**config.mk**
```make
export PLATFORM = sky130hd
export DESIGN_NAME = spi_lcd_target
export DESIGN_NICKNAME = d
export VERILOG_FILES = /design/src/rtl/spi_lcd_target.sv
export SDC_FILE = /design/constraint.sdc
export NUM_CORES = 1
export LEC_CHECK = 0
export BUFFER_PORTS_ARGS = -buffer_cell sky130_fd_sc_hd__buf_2
export CORE_MARGIN = 2
export CORE_UTILIZATION = 30
export DETAILED_ROUTE_END_ITERATION = 6
export PLACE_DENSITY = 0.57
export RECOVER_POWER = 100
export REMOVE_ABC_BUFFERS = 1
export SLEW_MARGIN = 20
export SYNTH_ARGS = -nofsm -noshare
export SYNTH_HDL_FRONTEND = slang
export SYNTH_SLANG_ARGS = --single-unit
```
**constraint.sdc**
```tcl
create_clock -name clk_sys_i -period 2.8 [get_ports clk_sys_i]
set_input_delay 0.28 -clock clk_sys_i [delete_from_list [all_inputs] [get_ports clk_sys_i]]
set_output_delay 0.28 -clock clk_sys_i [all_outputs]
set_load 0.02 [all_outputs]
```
**src/rtl/spi_lcd_target.sv**
```systemverilog
// spi_lcd_target
// Receive end of the LCD SPI link (mode 0, MSB first). The SPI pins are
// oversampled in the system clock domain. Each completed byte is tagged
// with the LCD DC flag and pushed into a small FIFO that has a
// valid/ready output.
//
// Ports
//   clk_sys_i          system clock (the only clock)
//   rst_sys_i          synchronous active-high reset
//   spi_sck_i          SPI clock, asynchronous
//   spi_cs_ni          chip select, active-low, asynchronous
//   spi_copi_i         serial data, asynchronous
//   spi_dc_i           LCD data/command flag, asynchronous
//   rx_valid_o         FIFO head holds a byte
//   rx_ready_i         consumer takes the head byte
//   rx_data_o          head byte
//   rx_dc_o            DC captured with the head byte
//   overflow_o         sticky: a completed byte was dropped (FIFO full)
//   partial_o          sticky: CS released with 1-7 bits received
//   clear_i            clears overflow_o and partial_o
//   byte_count_o       bytes written into the FIFO, wrapping
module spi_lcd_target #(
    parameter int FifoDepth  = 4,
    parameter int CountWidth = 16
) (
    input  logic                  clk_sys_i,
    input  logic                  rst_sys_i,
    input  logic                  spi_sck_i,
    input  logic                  spi_cs_ni,
    input  logic                  spi_copi_i,
    input  logic                  spi_dc_i,
    output logic                  rx_valid_o,
    input  logic                  rx_ready_i,
    output logic [7:0]            rx_data_o,
    output logic                  rx_dc_o,
    output logic                  overflow_o,
    output logic                  partial_o,
    input  logic                  clear_i,
    output logic [CountWidth-1:0] byte_count_o
);

    localparam int AW = (FifoDepth > 1) ? $clog2(FifoDepth) : 1;
    localparam logic [AW:0]           FULL_C    = (AW+1)'(FifoDepth);
    localparam logic [AW:0]           CNT_ONE_C = (AW+1)'(1);
    localparam logic [AW-1:0]         PTR_ONE_C = AW'(1);
    localparam logic [CountWidth-1:0] BYTE_ONE_C = CountWidth'(1);

    logic sck_s1_r, sck_s2_r, sck_s3_r;
    logic cs_n_s1_r, cs_n_s2_r;
    logic copi_s1_r, copi_s2_r;
    logic dc_s1_r, dc_s2_r;

    logic [2:0] bit_cnt_r;
    logic [6:0] shift_r;

    logic [7:0]    mem_data_r [FifoDepth];
    logic          mem_dc_r   [FifoDepth];
    logic [AW-1:0] wr_ptr_r, rd_ptr_r;
    logic [AW:0]   count_r;
    logic [7:0]    hold_data_r;
    logic          hold_dc_r;

    logic                  overflow_r, partial_r;
    logic [CountWidth-1:0] byte_count_r;

    logic       rise_s, sample_s, byte_done_s, abort_s;
    logic       empty_s, pop_s, wr_ok_s, drop_s;
    logic [7:0] new_byte_s;

    // Two-flop synchronisers, plus an SCK history flop for edge detection
    always_ff @(posedge clk_sys_i) begin
        if (rst_sys_i) begin
            sck_s1_r  <= 1'b0;
            sck_s2_r  <= 1'b0;
            sck_s3_r  <= 1'b0;
            cs_n_s1_r <= 1'b1;
            cs_n_s2_r <= 1'b1;
            copi_s1_r <= 1'b0;
            copi_s2_r <= 1'b0;
            dc_s1_r   <= 1'b0;
            dc_s2_r   <= 1'b0;
        end else begin
            sck_s1_r  <= spi_sck_i;
            sck_s2_r  <= sck_s1_r;
            sck_s3_r  <= sck_s2_r;
            cs_n_s1_r <= spi_cs_ni;
            cs_n_s2_r <= cs_n_s1_r;
            copi_s1_r <= spi_copi_i;
            copi_s2_r <= copi_s1_r;
            dc_s1_r   <= spi_dc_i;
            dc_s2_r   <= dc_s1_r;
        end
    end

    // Edge detection, byte completion and FIFO push/pop decisions
    always_comb begin
        rise_s      = sck_s2_r & ~sck_s3_r;
        sample_s    = rise_s & ~cs_n_s2_r;
        byte_done_s = sample_s & (bit_cnt_r == 3'd7);
        abort_s     = cs_n_s2_r & (bit_cnt_r != 3'd0);
        new_byte_s  = {shift_r, copi_s2_r};
        empty_s     = (count_r == {(AW+1){1'b0}});
        pop_s       = ~empty_s & rx_ready_i;
        // A full FIFO still takes the byte if its head leaves on this edge
        wr_ok_s     = byte_done_s & ((count_r != FULL_C) | pop_s);
        drop_s      = byte_done_s & ~wr_ok_s;
    end

    // Deserialiser: bit counter and shift register
    always_ff @(posedge clk_sys_i) begin
        if (rst_sys_i) begin
            bit_cnt_r <= 3'd0;
            shift_r   <= 7'd0;
        end else if (abort_s) begin
            bit_cnt_r <= 3'd0;
        end else if (sample_s) begin
            bit_cnt_r <= bit_cnt_r + 3'd1;
            shift_r   <= {shift_r[5:0], copi_s2_r};
        end
    end

    // Receive FIFO storage, pointers and occupancy
    always_ff @(posedge clk_sys_i) begin
        if (rst_sys_i) begin
            wr_ptr_r    <= {AW{1'b0}};
            rd_ptr_r    <= {AW{1'b0}};
            count_r     <= {(AW+1){1'b0}};
            hold_data_r <= 8'd0;
            hold_dc_r   <= 1'b0;
            for (int i = 0; i < FifoDepth; i++) begin
                mem_data_r[i] <= 8'd0;
                mem_dc_r[i]   <= 1'b0;
            end
        end else begin
            if (wr_ok_s) begin
                mem_data_r[wr_ptr_r] <= new_byte_s;
                mem_dc_r[wr_ptr_r]   <= dc_s2_r;
                wr_ptr_r             <= wr_ptr_r + PTR_ONE_C;
            end
            if (pop_s) begin
                // Keep the departing byte so the output holds once empty
                hold_data_r <= mem_data_r[rd_ptr_r];
                hold_dc_r   <= mem_dc_r[rd_ptr_r];
                rd_ptr_r    <= rd_ptr_r + PTR_ONE_C;
            end
            case ({wr_ok_s, pop_s})
                2'b10:   count_r <= count_r + CNT_ONE_C;
                2'b01:   count_r <= count_r - CNT_ONE_C;
                default: count_r <= count_r;
            endcase
        end
    end

    // Sticky error flags (set beats clear) and accepted-byte counter
    always_ff @(posedge clk_sys_i) begin
        if (rst_sys_i) begin
            overflow_r   <= 1'b0;
            partial_r    <= 1'b0;
            byte_count_r <= {CountWidth{1'b0}};
        end else begin
            if (drop_s) begin
                overflow_r <= 1'b1;
            end else if (clear_i) begin
                overflow_r <= 1'b0;
            end
            if (abort_s) begin
                partial_r <= 1'b1;
            end else if (clear_i) begin
                partial_r <= 1'b0;
            end
            if (wr_ok_s) begin
                byte_count_r <= byte_count_r + BYTE_ONE_C;
            end
        end
    end

    // Output mapping: head entry while valid, last popped byte otherwise
    always_comb begin
        rx_valid_o   = ~empty_s;
        rx_data_o    = hold_data_r;
        rx_dc_o      = hold_dc_r;
        if (!empty_s) begin
            rx_data_o = mem_data_r[rd_ptr_r];
            rx_dc_o   = mem_dc_r[rd_ptr_r];
        end else begin
            rx_data_o = hold_data_r;
            rx_dc_o   = hold_dc_r;
        end
        overflow_o   = overflow_r;
        partial_o    = partial_r;
        byte_count_o = byte_count_r;
    end

endmodule

```
* Word-level counts from Yosys, hierarchy flattened
Memory sizes are Yosys's and may differ from the RTL's. A register that Yosys moved wholly into a read port is not among the register bits.
Cells that the tools add are included.
** Storage, ports and cells
- Flip-flop bits (word level) :: 53
- RAM bits :: 36
- Bits of input ports :: 8
- Output and inout bits :: 28
- Word-level logic and storage cells :: 74
- Memories kept :: 2
** Memories
- mem_data_r :: depth 4, width 8, read ports 1, clocked after Yosys merged registers in 1, wr ports 4, line 56 : logic [7:0] mem_data_r [FifoDepth];
- mem_dc_r :: depth 4, width 1, read ports 1, clocked after Yosys merged registers in 1, wr ports 4, line 57 : logic mem_dc_r [FifoDepth];
** Cells by class
- Add/subtract/negate cells :: 6
- Eq/ne operators :: 4
- Multiplexer cells :: 21
- Bitwise gates (word level) :: 13
- Reduce and logical (&&, ||, !) cells :: 9
** Operators with widths (number)
- 16-bit by 1-bit adder with 16-bit output, second input constant :: 1
- 8-bit 2-to-1 mux :: 2
- 1-bit 2-to-1 mux :: 12
- 2-bit 2-to-1 mux :: 6
- 8-bit OR reduction :: 1
- 1-bit bitwise AND :: 7
- 3-bit by 1-bit adder with 3-bit output, second input constant :: 2
- 3-bit one-hot mux with 2 select lines :: 1
- 2-bit nonzero test :: 3
- 1-bit NOT :: 5
- 2-bit by 1-bit adder with 2-bit output, second input constant :: 2
- 3-bit equality test, second input constant :: 1
- 3-bit zero test :: 1
- 3-bit inequality test, second input constant :: 1
- 3-bit nonzero test :: 1
- 3-bit by 1-bit subtractor with 3-bit output, second input constant :: 1
- 2-bit by 1-bit equality test with 1-bit output, second input constant :: 1
- 2-bit equality test, second input constant :: 1
- 2-bit AND reduction :: 1
- 2-bit OR reduction :: 1
- 1-bit OR :: 1
- 1-bit OR reduction :: 1

* Logic depth before layout (Yosys ltp)
Gate-level depths: netlist (run 1).
- Word-level depth :: 10
- Gate-level depth with buffers :: 8
- Mapped depth without buffers :: 8

* Least setup slack after synthesis (run 1)
Ideal clock, no wire load.
- Kind :: register to register
- Start point :: register bit_cnt_r[0]
- End point :: memory mem_data_r[1][0] (enable)
- Arrival :: 1.762 ns
- Setup slack :: 0.661 ns
- Stages on the path, launching flop included :: 6
- Path buffers :: 0
- Clock period less this slack :: 2.139 ns
- Path through :: dfxtp_1 -> ha_1 -> ha_1 -> nor4bb_1 -> nand3_1 -> o21bai_1
** RTL lines
- from (decl) :: line 53 : logic [2:0] bit_cnt_r;
- from (signal assigned) :: line 117 : bit_cnt_r <= bit_cnt_r + 3'd1;
- to (decl) :: line 56

==> results of run 1 <==
[kinds of logic after synthesis]
family / count (synthesis) / share of synthesized area (%)
DFF: 91 / 55.8
muxes: 28 / 10.4
and+or+nand+nor: 142 / 20.3
adders and majority gates: 5 / 1.79
AOI/OAI and AO/OA: 40 / 5.89
xor gates and xnor gates: 12 / 2.69
buffers and inverters: 29 / 3.04
[power by group]
group | switching, uW | internal [uW]
Clock | 469 | 678
Combinational | 34.6 | 19.8
Sequential | 9.97 | 1400
[worst min-delay path by stage]
stage | from | end | slack, ns | depth (start not counted)
detailed placement | cs_n_s1_r | cs_n_s2_r | 0.40 | 1
CTS | spi_cs_ni | cs_n_s1_r | 0.13 | 2
global placement | cs_n_s1_r | cs_n_s2_r | 0.40 | 1
floorplan | rst_sys_i | byte_count_o[10] | 0.35 | 1
global route | spi_cs_ni | cs_n_s1_r | 0.13 | 2
finish | spi_cs_ni | cs_n_s1_r | 0.13 | 2
[registers in the layout (all words and copies together) (netlist names), 2 cells and up, named ones only]
name and flops:
mem_dc_r 4, hold_data_r 8, shift_r 7, bit_cnt_r 3, mem_data_r 32, count_r 3
rd_ptr_r 2, wr_ptr_r 2, byte_count_o 16
[layer usage]
layer | track usage, % | vias to the layer above | part of all wire [%]
met5 | 0 | - | 0
met4 | 4.59 | 0 | 1.8
met3 | 2.18 | 7 | 1.8
met2 | 19.2 | 19 | 51
met1 | 14.4 | 1224 | 46
li1 | - | 1289 | -
[critical path: cells and delay by family (launching register included)]
family,cells,cell delay (ns)
buf+inv,1,0.47
compound gates,1,0.17
flops,1,0.37
simple gates,2,0.74
fa+ha+maj,2,0.35
[cell usage after synthesis (4+ instances only)]
cell	count
and2_1	36
nand2b_1	4
ha_1	4
nor4_1	5
mux4_2	9
xnor2_1	9
nand2_1	25
nor2_1	30
or3_1	7
inv_1	10
a21oi_1	22
o21ai_0	8
nor2b_1	8
mux2_2	11
nand3_1	7
dfxtp_1	55
mux2i_1	8
clkbuf_1	16
edfxtp_1	36
[metrics by stage]
stage	std cells	setup WS (ns)	area [um^2]	utilization, %	total power, uW
finish	560	0.326	4510	35.6	2610
global route	560	0.132	4510	35.6	2710
CTS	560	0.471	4570	36.1	2650
detailed placement	544	0.480	4290	33.9	1500
global placement	544	0.501	4290	33.9	1500
floorplan	328	0.284	3830	-	1460
[layout make-up]
type	count	area [um^2]
clock buffer	14	275
tap	172	215
inverter	10	37.5
clock inverter	2	10.0
multi-input combinational	227	1600
sequential	91	2180
fill	1289	8160
timing repair buffer	44	186
==> impl_summary.txt, run 1 <==
----------------------------------------------------
[Timing]
  Max Clock Skew ... ~0.0056 ns
  Fmax ... roughly 0.4 GHz
  Final setup violating endpoints ... 0
  Final Critical Period ... roughly 2.5 ns
  Final hold violation count ... 0
  Max-slew violation total from the final report ... 0
  Hold_ws ... between 0.1 and 0.15 ns
  Worst relative slew slack ... 21.3%
  Post-route fraction of the period consumed by the critical path ... 88.3%
  Setup repair after global routing missed its margin ... false
  Final setup TNS ... 0 ns
  Worst-Margin Slew ... ~1.2 ns

[Placed design]
  Final HPWL DP ... roughly 5200 um
  Final Wtd Congestion ... 0.757
  Number of input and output port buffers inserted ... 35

[CTS]
  Root buffer selected by CTS ... clkbuf_16
  # clock sinks ... 91
  Inserted Clock Buffers ... 9
  CTS tree ... built
  Cts repair resizes ... 0
  H-tree level count ... 3
  Hold buffers post-CTS ... 0
  Clock-pin slew of the registers on the worst-case setup and hold paths ... about 0.060 ns
  Setup bufs post-CTS ... 0
  Buffer depth of the longest clock path ... 2
  Clock latency on the worst-skew pair ... between 0.3 and 0.4 ns

[Critical path]
  Worst-path cell chain ... ha_1, ha_1, nor4bb_1, nand3_1, o21bai_1, clkbuf_1
  Register-to-register path setup slack ... 0.33 ns
  Slowest cell delay on critical path ... 0.54 ns
  Kind of launch point of the worst setup path ... register
  Worst R2R Path Depth ... 6
  CP endpoint ... mem_data_r[1][6]
  Slowest-stage cell, CP ... nor4bb_1
  Reg-to-reg critical path startpoint ... bit_cnt_r[0]
  Crit-path most repeated cell ... ha_1
  Worst setup path startpoint ... bit_cnt_r[0]
  Critical Path End Type ... register
  Kind of critical path ... reg2reg
  Worst r2r dst ... mem_data_r[1][6]
  Critical Path RT ... 2.77 ns
  Critical path peak fanout ... 9
  Critical path data arrival time ... roughly 2.4 ns

[Floorplanning]
  Die ar. ... about 14,000 um^2
  Area of the placeable core ... approximately 13,000 um^2
  Floorplan die height ... between 100 and 150 um
  Die outline width ... around 120 um
  Ports placed on the boundary ... 36
  Initial cell density of the core ... between 30% and 40%
  Number of rows in the core area ... between 40 and 50

[Yosys]
  Post-synth EDFFs ... 36
  Leading register cell type out of synthesis ... dfxtp_1
  Proportion of netlist area held by the largest area contributor ... between 20% and 30%
  Synthesized netlist cell count ... ~350
  Top post-synthesis cells by area ... dfxtp_1 (28%), edfxtp_1 (28%), and2_1 (5.8%)
  Share of the yosys chip area belonging to registers ... between 50% and 60%
  Yosys warnings ... 0
  Mapped cell area ... between 3000 and 4000 um^2
  Number of different library cells in the post-synthesis netlist ... between 40 and 50
  Avg Synthesized Cell Area ... 11.3 um^2
  Largest area contributor in the synthesized netlist ... dfxtp_1
  Synth async-reset ratio ... 0%
  Flops & latches, synth ... 91

[Cells and area]
  Antenna Diode Count ... 0
  Post-synthesis to final-layout area growth ... 15.4%
  Fraction of layout cells with a size suffix above 1 ... a little over an eighth
  Most frequent standard cell in the layout excluding fill and tap cells ... dfxtp_1
  Most used cells in the layout excluding fill and tap cells ... dfxtp_1 (55), clkbuf_1 (36), edfxtp_1 (36)
  Net count reported at finish ... 396

[Global route]
  Antenna violations before repair ... 0
  Grt total ovfl ... 0
  Largest net degree at the start of global routing ... 60
  Overall fraction of global-route tracks in use ... between 10 and 15%
  Number of global-route vias before repair ... 2,528
  Global-route wire length before repair ... 12,800 um

[Detailed routing]
  Vias per inst ... between 4 and 5
  Final routed wirelength across all metal layers ... roughly 7500 um
  Number of remaining DRC errors ... 0
  Remaining antenna violation count ... 0
  Routed vias ... between 2,000 and 3,000
  Length of the first detailed-routing pass in iterations ... 6
  Initial detailed-routing violation count ... around 110
  WL per Instance ... 13.4 um

[Status]
  Run status ... complete, no violations

[Worst hold path]
  Min-delay worst type ... in2reg

[Power and ir drop]
  Standby leakage power ... roughly 0.0015 uW
  Power per Cell Area ... between 500 and 600 nW/um^2
  Worst IR drop on VDD ... around 320 uV

[Run]
  Number of maximum-capacitance violations ... 0

----------------------------------------------------
(Power assumes the default switching activity.)
==> run 2: changes to the inputs <==
Settings changed: BUFFER_PORTS_ARGS -buffer_cell sky130_fd_sc_hd__buf_2 to default, DONT_BUFFER_PORTS from default to 1, PLACE_DENSITY 0.57 to 0.55.
==> run 2 against run 1 <==
Net effect:
- final cell count decreased by 6.4%
- maximum frequency rose by 1.5%
- register-to-register slack improved by 0.04 ns
- utilization shrank 0.89 points
- global-route usage shrank 0.094 points
- total power increased by 3.5%
- critical path depth unchanged
- wire length fell by 0.44%
- die area unchanged
==> impl_summary.txt, run 2 (synthesis results as in run 1) <==
----------------------------------------------------
[Status]
  Run status ... complete, no violations

[Timing]
  Final setup violating endpoints ... 0
  Fmax ... 0.410 GHz
  Worst relative slew slack ... a little under half
  Final hold violation count ... 0
  Final Critical Period ... between 2 and 2.5 ns
  Max Clock Skew ... around 0.0059 ns
  Post-route fraction of the period consumed by the critical path ... between 80 and 90%
  Final setup TNS ... 0 ns
  Hold_ws ... 0.0178 ns
  Setup repair after global routing missed its margin ... false
  Worst-Margin Slew ... roughly 0.81 ns
  Max-slew violation total from the final report ... 0

[Floorplanning]
  Die ar. ... around 14,000 um^2
  Floorplan die height ... between 100 and 150 um
  Die outline width ... approximately 120 um
  Ports placed on the boundary ... 36
  Area of the placeable core ... 12,700 um^2
  Number of rows in the core area ... 41
  Initial cell density of the core ... 30.8%

[Power and ir drop]
  Standby leakage power ... around 0.0015 uW
  Post-route total power ... approximately 2700 uW
  Worst IR drop on VDD ... roughly 280 uV
  Power per Cell Area ... ~600 nW/um^2

[CTS]
  Root buffer selected by CTS ... clkbuf_16
  CTS tree ... built
  Clock latency on the worst-skew pair ... approximately 0.33 ns
  H-tree level count ... 3
  Clock-pin slew of the registers on the worst-case setup and hold paths ... about 0.060 ns
  # clock sinks ... between 90 and 100
  Setup bufs post-CTS ... 0
  Cts repair resizes ... 0
  Inserted Clock Buffers ... 9
  Buffer depth of the longest clock path ... 2

[Critical path]
  Critical Path RT ... between 2 and 3 ns
  Kind of critical path ... reg2reg
  Critical path peak fanout ... 9
  Critical path data arrival time ... about 2.4 ns
  Kind of launch point of the worst setup path ... register
  Critical Path End Type ... register

[Global route]
  Global-route wire length before repair ... 12,600 um
  Grt total ovfl ... 0
  Number of global-route vias before repair ... 2,441
  Overall fraction of global-route tracks in use ... 11.3%
  Largest net degree at the start of global routing ... between 60 and 70
  Antenna violations before repair ... 0

[Detailed routing]
  WL per Instance ... roughly 14 um
  Length of the first detailed-routing pass in iterations ... 4
  Final routed wirelength across all metal layers ... 7480 um
  Vias per inst ... 4.65
  Remaining antenna violation count ... 0
  Number of remaining DRC errors ... 0
  Initial detailed-routing violation count ... about 180
  Routed vias ... 2,434

[Worst hold path]
  Min-delay worst type ... in2reg

[Cells and area]
  Fraction of layout cells with a size suffix above 1 ... 9.66%
  Flip-flop count of the largest register after layout ... 32
  Post-synthesis to final-layout area growth ... 12.5%
  Net count reported at finish ... 360
  Most used cells in the layout excluding fill and tap cells ... dfxtp_1 (55), edfxtp_1 (36), nor2_1 (30)
  Antenna Diode Count ... 0
  Most flops, register ... mem_data_r
  Most frequent standard cell in the layout excluding fill and tap cells ... dfxtp_1

[Placed design]
  Number of input and output port buffers inserted ... 0
  Final HPWL DP ... 5140 um
  Final Wtd Congestion ... ~0.75

[Run]
  Number of maximum-capacitance violations ... 0

----------------------------------------------------
## run 2: final timing paths
path / start / end / slack (ns) / cells past startpoint
max reg2reg: bit_cnt_r[0] / mem_data_r[1][6] / 0.36 / 6
max: bit_cnt_r[0] / mem_data_r[1][6] / 0.36 / 6
min reg2reg: cs_n_s1_r / cs_n_s2_r / 0.41 / 1
min: rst_sys_i / byte_count_o[10] / 0.02 / 1
## run 2: metrics by stage
step | instance area, um^2 | util (%) | cells | setup WS, ns
6_report | 4400 | 34.7 | 524 | 0.363
5_1_grt | 4400 | 34.7 | 524 | 0.117
4_1_cts | 4400 | 34.7 | 522 | 0.434
3_5_place_dp | 4090 | 32.3 | 506 | 0.445
3_3_place_gp | 4090 | 32.3 | 506 | 0.533
2_1_floorplan | 3830 | - | 328 | 0.284
## run 2: final cells by class
type,count,area (um^2)
Inverter,10,37.5
Clock inverter,6,80.1
Sequential cell,91,2180
Fill cell,1286,8270
Tap cell,172,215
Clock buffer,10,229
Multi-Input combinational cell,227,1600
Timing Repair Buffer,8,50.0
## run 2: routing by layer
metal  vias to the layer above  track usage [%]  routed length (um)
met5                         -                0                   0
met4                         0             4.97                 142
met3                         9             2.66                 285
met2                        39             18.3                3630
met1                      1172             14.5                3420
li1                       1214                -                   -
## run 2: power breakdown
part / internal [uW] / total (uW) / switching [uW]
Combinational: 17.9 / 38.1 / 20.2
Clock: 774 / 1250 / 480
Sequential: 1400 / 1410 / 11.9
Total: 2190 / 2710 / 512
## run 2: what timing repair did
action                                 4_1_cts  5_1_grt
setup endpoints to repair                    0        0
endpoints found under the hold margin        0        9
hold buffers                                 0        2
## run 2: critical path, cell delays in order, from the launching register on
cell and delay, ns:
dfxtp_1 0.37, ha_1 0.17, ha_1 0.20, nor4bb_1 0.52, nand3_1 0.21, o21bai_1 0.17
clkbuf_1 0.45
==> run 3: changes to the inputs <==
Settings changed: CORE_UTILIZATION 30 to 62, PLACE_DENSITY 0.55 to 0.89.
==> run 3 against run 2 <==
Net effect:
- the flow now finishes with violations (capacitance limit, slew limit)
- critical path depth stayed put
- sequential cell count stayed put
- clock skew is 0.0030 ns higher
- utilization is 35 points higher
- total power is 14% lower
- clock-buffer cell count is 1 higher
- critical endpoint is now mem_data_r[1][5]
==> impl_summary.txt, run 3 (synthesis results as in run 1) <==
----------------------------------------------------
[Status]
  Run status ... finished, violations left
  Violated checks ... capacitance limit, slew limit

[Detailed routing]
  Routed vias ... between 2,000 and 3,000
  Initial detailed-routing violation count ... around 200
  Remaining antenna violation count ... 0
  Length of the first detailed-routing pass in iterations ... 5
  Final routed wirelength across all metal layers ... ~7500 um
  Number of remaining DRC errors ... 0
  WL per Instance ... 17.7 um
  Vias per inst ... 5.89

[Placed design]
  Pre-CTS setup slack ... between 0.1 and 0.15 ns
  Cell area after placement ... 3960 um^2
  Final HPWL DP ... a little under 5000 um
  Number of input and output port buffers inserted ... 0
  Cell Count Post-Placement ... about 400
  Final Wtd Congestion ... approximately 0.75

[Global route]
  Overall fraction of global-route tracks in use ... approximately 23%
  Global-route wire length before repair ... about 12,000 um
  Number of global-route vias before repair ... around 2,500
  Antenna violations before repair ... 0
  Largest net degree at the start of global routing ... 44
  Grt total ovfl ... 0

[Critical path]
  Slowest-stage cell, CP ... nor4bb_1
  Slowest cell delay on critical path ... between 0.5 and 0.6 ns
  Critical path data arrival time ... between 2 and 2.5 ns
  Critical Path RT ... 2.79 ns
  Critical path peak fanout ... 9
  Cell family with the largest share of critical-path delay ... simple AND/OR/NAND/NOR gates
  Critical Path End Type ... register
  Kind of critical path ... reg2reg
  Buf/Inv on CP ... 1
  Kind of launch point of the worst setup path ... register
  Worst-path cell chain ... ha_1, ha_1, nor4bb_1, nand3_1, o21bai_1, clkbuf_1
  Crit-path most repeated cell ... ha_1

[Power and ir drop]
  Switching power summed over all nets ... around 480 uW
  Power per Cell Area ... between 500 and 600 nW/um^2
  Logic pwr share ... under 10%
  Worst IR drop on VDD ... about 350 uV
  Int Power ... roughly 1800 uW
  Standby leakage power ... 0.00139 uW
  Relative contribution of the clock network to total power ... 37.4%
  Flop pwr share ... 60.5%
  Sw Share ... a little over 20%

[Timing]
  Worst Slack Setup Final ... 0.317 ns
  Max-slew violation total from the final report ... 56
  Fmax ... 0.403 GHz
  Final setup violating endpoints ... 0
  Post-route fraction of the period consumed by the critical path ... approximately 90%
  Worst-Margin Slew ... ~1.9 ns
  Final setup TNS ... 0 ns
  Final Critical Period ... 2.48 ns
  Final hold violation count ... 0
  Worst relative slew slack ... -26.7%
  Setup repair after global routing missed its margin ... false
  Max Clock Skew ... between 0.008 and 0.009 ns

[Cells and area]
  Post-synthesis to final-layout area growth ... 6.50%
  Filler-free cell count of the finished design ... ~430
  Filler instances ... a little under 400
  Most flops, register ... mem_data_r
  Most frequent standard cell in the layout excluding fill and tap cells ... dfxtp_1
  Most used cells in the layout excluding fill and tap cells ... dfxtp_1 (55), edfxtp_1 (36), nor2_1 (30)
  Fraction of layout cells with a size suffix above 1 ... 9.97%
  Antenna Diode Count ... 0
  Flip-flop count of the largest register after layout ... 32
  Net count reported at finish ... 359
  Post-route standard cell area excluding fillers ... around 4200 um^2

[CTS]
  Inserted Clock Buffers ... 9
  H-tree level count ... 3
  Root buffer selected by CTS ... clkbuf_8
  Clock-pin slew of the registers on the worst-case setup and hold paths ... 0.08 ns
  CTS tree ... built
  # clock sinks ... 91
  Clock latency on the worst-skew pair ... about 0.35 ns
  Buffer depth of the longest clock path ... 2

[Floorplanning]
  Area of the placeable core ... 5990 um^2
  Number of rows in the core area ... 28
  Die ar. ... between 6000 and 7000 um^2
  Ports placed on the boundary ... 36
  Floorplan die height ... ~83 um
  Initial cell density of the core ... between 60% and 70%
  Die outline width ... approximately 83 um

[Worst hold path]
  Min-delay worst type ... in2reg

[Run]
  Number of maximum-capacitance violations ... 2

----------------------------------------------------
[run 3: cell count changes in the layout (fill, tap and decap cells not counted), sizes merged]
cell and delta:
clkinv -1, bufinv -1, clkinvlp +1
[run 3: power groups by stage]
stage | Clock [uW] | Sequential (uW) | Combinational (uW)
2_1_floorplan | 0 | 1440 | 27.7
3_3_place_gp | 0 | 1440 | 33.4
3_5_place_dp | 0 | 1440 | 34.8
4_1_cts | 882 | 1410 | 49.7
5_1_grt | 934 | 1420 | 51.0
6_report | 874 | 1410 | 47.0
[run 3: per-stage QoR]
step                utilization (%)  total power (uW)  hold slack [ns]
CTS                            69.8              2340          0.00716
global route                   69.5              2400           0.0190
global placement               66.0              1470            0.357
detailed placement             66.0              1480            0.361
finish                         69.5              2330           0.0316
floorplan                         -              1460            0.349
[run 3: final cells by class]
class	count	area (um^2)	share of cell area, %
multi-input combinational	227	1610	38.6
tap	75	93.8	2.25
clock inverter	5	52.6	1.26
timing repair buffer	7	46.3	1.11
inverter	10	37.5	0.902
clock buffer	11	141	3.40
sequential	91	2180	52.4
[run 3: what timing repair did]
action                                  in CTS  in global routing
hold buffers                                 2                  1
hold endpoints to repair                    43                  1
gates resized for setup                      0                  1
endpoints found under the setup margin       0                  9
buffers inserted                             0                  0
[run 3: final timing paths]
| kind | from | to | slack, ns | cells after the start |
|---|---|---|---|---|
| max reg2reg | bit_cnt_r[0] | mem_data_r[1][5] | 0.32 | 6 |
| max | bit_cnt_r[0] | mem_data_r[1][5] | 0.32 | 6 |
| min reg2reg | cs_n_s1_r | cs_n_s2_r | 0.42 | 1 |
| min | spi_cs_ni | cs_n_s1_r | 0.03 | 1 |
[run 3: worst reg2reg max path, cell delays in order, from the launching register on]
cell and delay [ns]:
dfxtp_1 0.38, ha_1 0.16, ha_1 0.21, nor4bb_1 0.51, nand3_1 0.20, o21bai_1 0.18, clkbuf_1 0.49
[run 3: per-layer routing]
metal | vias up | wire length (um) | part of all wire (%) | GRT usage, %
li1 | 1211 | - | - | -
met2 | 88 | 3600 | 48 | 36.4
met1 | 1193 | 3190 | 42 | 28.4
met4 | 0 | 226 | 3.0 | 10.4
met5 | - | 0 | 0 | 0
met3 | 18 | 515 | 6.8 | 5.86
